**src/rtl/snake_framebuf.sv**
```systemverilog
// snake_framebuf: 32x32 RGB frame buffer feeding the LED scan driver; FB_DOUBLE_BUFFER_EN selects front/back banks with frame-boundary swaps
module snake_framebuf #(
    parameter int COLS      = 32,
    parameter int HALF_ROWS = 16
) (
    input  logic       clk,
    input  logic       reset,
    input  logic       wr_en,
    input  logic [4:0] wr_x,
    input  logic [4:0] wr_y,
    input  logic [2:0] wr_rgb,
    output logic       wr_ready,
    input  logic       clear_req,
    input  logic       swap_req,
    output logic       swap_pending,
    output logic       swap_done,
    input  logic [3:0] rd_row,
    input  logic [4:0] rd_col,
    output logic [7:0] led_data
);
`ifdef FB_DOUBLE_BUFFER_EN
    localparam int AW = 11;
`else
    localparam int AW = 10;
`endif
    localparam logic [4:0] LAST_COL = 5'(COLS - 1);
    localparam logic [3:0] LAST_ROW = 4'(HALF_ROWS - 1);
    typedef enum logic {IDLE, CLEAR} state_t;
    state_t          state, state_next;
    logic [9:0]      clr_addr;
    logic [9:0]      wa_raw;
    logic [2:0]      wd;
    logic            we;
    logic            front_sel;
    logic            boundary;
    logic [AW-1:0]   wa, ra_hi, ra_lo;
    logic [2:0]      mem [0:(1<<AW)-1];
    assign boundary = rd_row == LAST_ROW && rd_col == LAST_COL;
    // FSM state register
    always_ff @(posedge clk) begin
        if (reset) state <= IDLE;
        else       state <= state_next;
    end
    // Next state and write-port mux: game writes in IDLE, zero fill in CLEAR
    always_comb begin
        state_next = state;
        wr_ready   = 1'b0;
        we         = 1'b0;
        wa_raw     = {wr_y, wr_x};
        wd         = wr_rgb;
        if (state == IDLE) begin
            wr_ready = 1'b1;
            if (clear_req) state_next = CLEAR;
            else           we = wr_en;
        end else begin
            we     = 1'b1;
            wa_raw = clr_addr;
            wd     = 3'b000;
            if (clr_addr == 10'h3ff) state_next = IDLE;
        end
    end
    // Clear address walks 0..1023 while clearing and rests at 0 otherwise
    always_ff @(posedge clk) begin
        if (reset)               clr_addr <= '0;
        else if (state == CLEAR) clr_addr <= clr_addr + 10'd1;
        else                     clr_addr <= '0;
    end
`ifdef FB_DOUBLE_BUFFER_EN
    logic do_swap;
    assign do_swap = boundary && swap_pending && state == IDLE;
    assign wa      = {~front_sel, wa_raw};
    assign ra_hi   = {front_sel, 1'b0, rd_row, rd_col};
    assign ra_lo   = {front_sel, 1'b1, rd_row, rd_col};
    // Swap bookkeeping: requests merge while pending and take effect only at an idle frame boundary
    always_ff @(posedge clk) begin
        if (reset) begin
            front_sel    <= 1'b0;
            swap_pending <= 1'b0;
            swap_done    <= 1'b0;
        end else begin
            front_sel    <= front_sel ^ do_swap;
            swap_pending <= !do_swap && (swap_pending || swap_req);
            swap_done    <= do_swap;
        end
    end
`else
    logic unused;
    assign front_sel    = 1'b0;
    assign swap_pending = 1'b0;
    assign swap_done    = 1'b0;
    assign wa           = wa_raw;
    assign ra_hi        = {1'b0, rd_row, rd_col};
    assign ra_lo        = {1'b1, rd_row, rd_col};
    assign unused       = ^{swap_req, boundary, front_sel};
`endif
    // Pixel store write port
    always_ff @(posedge clk) begin
        if (we) mem[wa] <= wd;
    end
    // Registered scan read of the upper and lower half-panel pixels
    always_ff @(posedge clk) begin
        if (reset) led_data <= '0;
        else       led_data <= {2'b00, mem[ra_hi], mem[ra_lo]};
    end
endmodule

```
**config.mk**
```make
export PLATFORM = sky130hd
export DESIGN_NAME = snake_framebuf
export DESIGN_NICKNAME = d
export VERILOG_FILES = /design/src/rtl/snake_framebuf.sv
export SDC_FILE = /design/constraint.sdc
export NUM_CORES = 2
export LEC_CHECK = 0
export CORE_ASPECT_RATIO = 0.7
export CORE_MARGIN = 5
export CORE_UTILIZATION = 57
export DETAILED_ROUTE_END_ITERATION = 16
export GPL_ROUTABILITY_DRIVEN = 0
export PLACE_DENSITY = 0.76
export SYNTH_ARGS = -nofsm -noshare
export SYNTH_HDL_FRONTEND = slang
export SYNTH_SLANG_ARGS = --single-unit
export TNS_END_PERCENT = 100
```
**constraint.sdc**
```tcl
create_clock -name clk -period 33.8 [get_ports clk]
set_input_delay 6.76 -clock clk [delete_from_list [all_inputs] [get_ports clk]]
set_output_delay 6.76 -clock clk [all_outputs]
set_load 0.005 [all_outputs]
```
After elaboration in Yosys (flattened, before gate mapping)
Memories as Yosys holds them, arrays and structs flattened. A register that Yosys moved wholly into a read port is not among the register bits.
Index checks and enable logic that the tools add are counted.
{"block": "totals", "regBits": 13, "latch_bits": 0, "ram_bits": 3072, "rom_bits": 0, "input_bits": 27, "out_inout_bits": 11, "n_memories": 1}
{"block": "op_classes", "addsub": 1, "n_mul": 0, "div_mod_pow": 0, "order_cmp": 0, "eq_ne": 1, "shift": 0, "n_mux": 10, "bitwise_logic": 1, "n_reduce_logical": 1}
{"memory": "mem", "depth": 1024, "word_bits": 3, "rd": 2, "rd_ports_with_merged_regs": 2, "write_ports": 1, "line_no": "37", "rtl": "logic [2:0] mem [0:(1<<AW)-1];"}
{"cell": "$add A10 B1 Y10 const B", "count": 1}
{"cell": "$eq A10 B10 Y1 const B", "count": 1}
{"cell": "$mux W10", "count": 1}
{"cell": "$mux W1", "count": 8}
{"cell": "$mux W3", "count": 1}
{"cell": "$reduce_or A2 Y1", "count": 1}
{"cell": "$not A1 Y1", "count": 1}

Depth between registers and ports, before layout
{"block": "logic_depth", "word_depth": 4, "depth_mapped": 14, "depth_no_buf": 7}

Worst setup path after synthesis
No wires, ideal clock.
{"block": "synth_path", "kind": "input -> register", "startpoint": "input wr_rgb[0]", "endpoint": "memory mem[0][0], data pin", "setup_time_ns": 5.174, "t_arrival_ns": 31.097, "setup_slack_ns": -2.472, "stages": 1, "cell_sequence": "nor2b_1"}
{"block": "synth_between", "elab_chain_len": 1}
{"element": "start: declaration", "line_no": "11", "rtl": "input logic [2:0] wr_rgb,"}
{"element": "$mux W3", "line_no": "51", "rtl": "if (state == IDLE) begin"}
{"element": "end: declaration", "line_no": "37"}
No other way between the ends.

==> metrics.yaml <==
avgViaCountPerCell: 6.84
yosys.area.top_type: "edfxtp_1"
synth_warnings: 0
rsz0062_at_grt: "no"
core_area_mm2: 0.217
synth_area_leaders: "edfxtp_1, mux4_2, nor2_1, mux2i_1, o221ai_1"
cp.arrival_ps: 13430
cts_buffer_depth: 4
cts_made_buffers: 276
synth_fa_ha_area_share_pct: 0.0101
maxCapViolations: 1
hold_slack_ps: 549
wl_um: 325000
synth_edf_count: 3072
synthSimpleGateAreaFrac_pct: 4.88
drive_gt1_share_pct: 18.3
cts_tree: "done"
clk-insertion-delay-late_ps: 850
hp-start: "clr_addr[0]"
drc_errors: 0
fmax_mhz: 78.7
critPathKind: "input pin to flop"
synth.avg_cell_area_um2: 18.6
violations: "max-capacitance violations, max-slew violations"
ys_seq_elements: 3089
syn-cell-area_mm2: 0.124
synth_cells: 6688
min_to: "clr_addr[0]"
nNetsFinal: 6678
synth-seq-area-share_pct: 74.5
setup_viol: 0
grt_max_degree: 233
start_util_pct: 57.3
postCtsSetupRepairBufs: 0
synth_top_family_by_area: "multiplexers"
synth_top_area_share_pct: 74.3
core.rowCount: 143
routedWlPerCell_um: 33.4
setup_tns_ps: 0
cts.sinks: 3089
timing.rr.start: "state"
slew_headroom_pct: -2.03
power_leakage_uw: 0.0417
powerDensity_mw_per_mm2: 57.2
dpl_cell_area_mm2: 0.127
dp_hpwl_um: 183000
path_clk_slew_ps: 70
grt_pass1_wl_um: 467000
worst_hold_path.num_cells: 1
ios: 38
synthDistinctLibCells: 78
hold_buffers: 0
dieArea_mm2: 0.228
yosysMostFrequentCell: "edfxtp_1"
die_y_um: 401
critPathRequiredTime_ps: 34520
grt_pass1_vias: 64700
hold_viol: 0
reg2reg_depth: 6
worst_pin_slew_ps: 1530
synth-compound-area-share_pct: 3.33
layout_min_cycle_time_ps: 12710
r2r-end: "mem[911][1]"
synth_top_flop_cell: "edfxtp_1"
min_period_over_period_pct: 37.6
io_buffer_count: 32
worstPathMaxFanout: 107
htreeDepth: 5
dieWidth_um: 568
cp-start-kind: "input pin"
synth_mux_area_share_pct: 14.8
first_pass_iters: 8
design_area_mm2: 0.136
vdd.ir_drop.worst_v: 0.0000466
synthArstFlopShare_pct: 0
cts-resized-gates: 0
drt_first_iter_violations: 11700
antenna_found_initial: 15
ant_nets: 0
vias: 66700
hold_path.class: "flop to flop"
grt_overflow: 0
grt_use_total_pct: 28.3
run_status: "finished, violations left"
root_buffer: "clkbuf_16"
slew_violations: 7
worst_setup_path_end_kind: "flop"
area_delta_synth_final_pct: 9.11
synth_common_cells: "edfxtp_1, nor2_1, mux4_2"
rrSetupSlack_ps: 28670
fin_skew_ps: 45.4
yosys.area_share.xor_xnor_pct: 0.0423
==> area by class of cell <==
cell class,count,area (µm²)
antenna,5,12.5
clock buffer,337,7330
clock inverter,142,1330
fill,14400,81300
inverter,19,78.8
multi-input combinational,3079,29000
sequential,3089,92600
tap,2900,3630
timing repair buffer,185,1580
==> sequential cells by signal, indices dropped and copies added, names as in the netlist <==
register	cells
mem	3072
clr_addr	10
state	1
led_data	6
==> power breakdown <==
group / total (µW) / switching [µW] / leakage (µW) / internal [µW]
clock: 3100 / 1360 / 0.00425 / 1740
combinational: 417 / 291 / 0.00946 / 127
sequential: 4240 / 4.34 / 0.0280 / 4230
total: 7750 / 1660 / 0.0417 / 6100
==> worst max-delay path: stages <==
cell       delay (ps)
buf_16            390
buf_4             790
buf_12            690
buf_4             700
buf_4             780
mux4_2            620
a22oi_1           310
a21oi_1           140
o21ai_0           360
nand4_1           730
o41ai_1           280
buf_4             250
o2bb2ai_1          90
==> cell usage in the layout (no fill, tap or decap), types with 8 or more instances in the layout <==
cell type and count:
a2111oi_2 9, a211oi_1 31, a21oi_1 114, a221oi_1 12, a22oi_1 82, a31oi_1 22
and2_1 10, buf_4 148, bufinv_16 25, clkbuf_1 51, clkbuf_16 284, clkdlybuf4s50_1 27
clkinv_1 61, clkinv_2 44, dfxtp_1 17, edfxtp_1 3072, inv_1 15, inv_6 8
mux2_2 26, mux2i_1 336, mux4_1 19, mux4_2 630, nand2_1 169, nand2_4 9
nand3_1 48, nand3_4 16, nand4_1 15, nor2_1 1067, nor2b_1 19, nor3_1 46
nor4_1 16, nor4b_1 9, o211ai_1 10, o21ai_0 35, o21bai_1 9, o221ai_1 120
o22ai_1 71
==> per-layer routing <==
metal	track usage, %	share of wire [%]
met1	41.3	36
met2	40.0	44
met3	10.4	16
met4	9.17	3.6
met5	0	0.0092
==> per-stage QoR <==
stage                     worst slack (ps)  utilization, %  std cells  power, µW
final                                21090            62.5       9756       7750
after detailed placement             20480            58.5       9272       4730
after CTS                            21300            62.5       9751       7750
after floorplan                       9810               -       6691       4630
after global placement               20560            58.5       9272       4720
after global routing                 20760            62.5       9751       7950
==> logic make-up after synthesis <==
group,Yosys count
flops,3089
compound gates,576
fa+ha+maj,1
other cells,1
simple gates,1481
buf+inv,523
xor+xnor,6
mux,1011
==> worst max path at each step <==
stage,startpoint,to,slack (ps)
after floorplan,wr_rgb[0],mem[0][0],9810
after global placement,rd_col[0],led_data[5],20560
after detailed placement,rd_col[0],led_data[5],20480
after CTS,rd_col[0],led_data[5],21300
after global routing,rd_col[0],led_data[5],20760
final,rd_col[0],led_data[5],21090
Power figures use the tool's default switching activity.
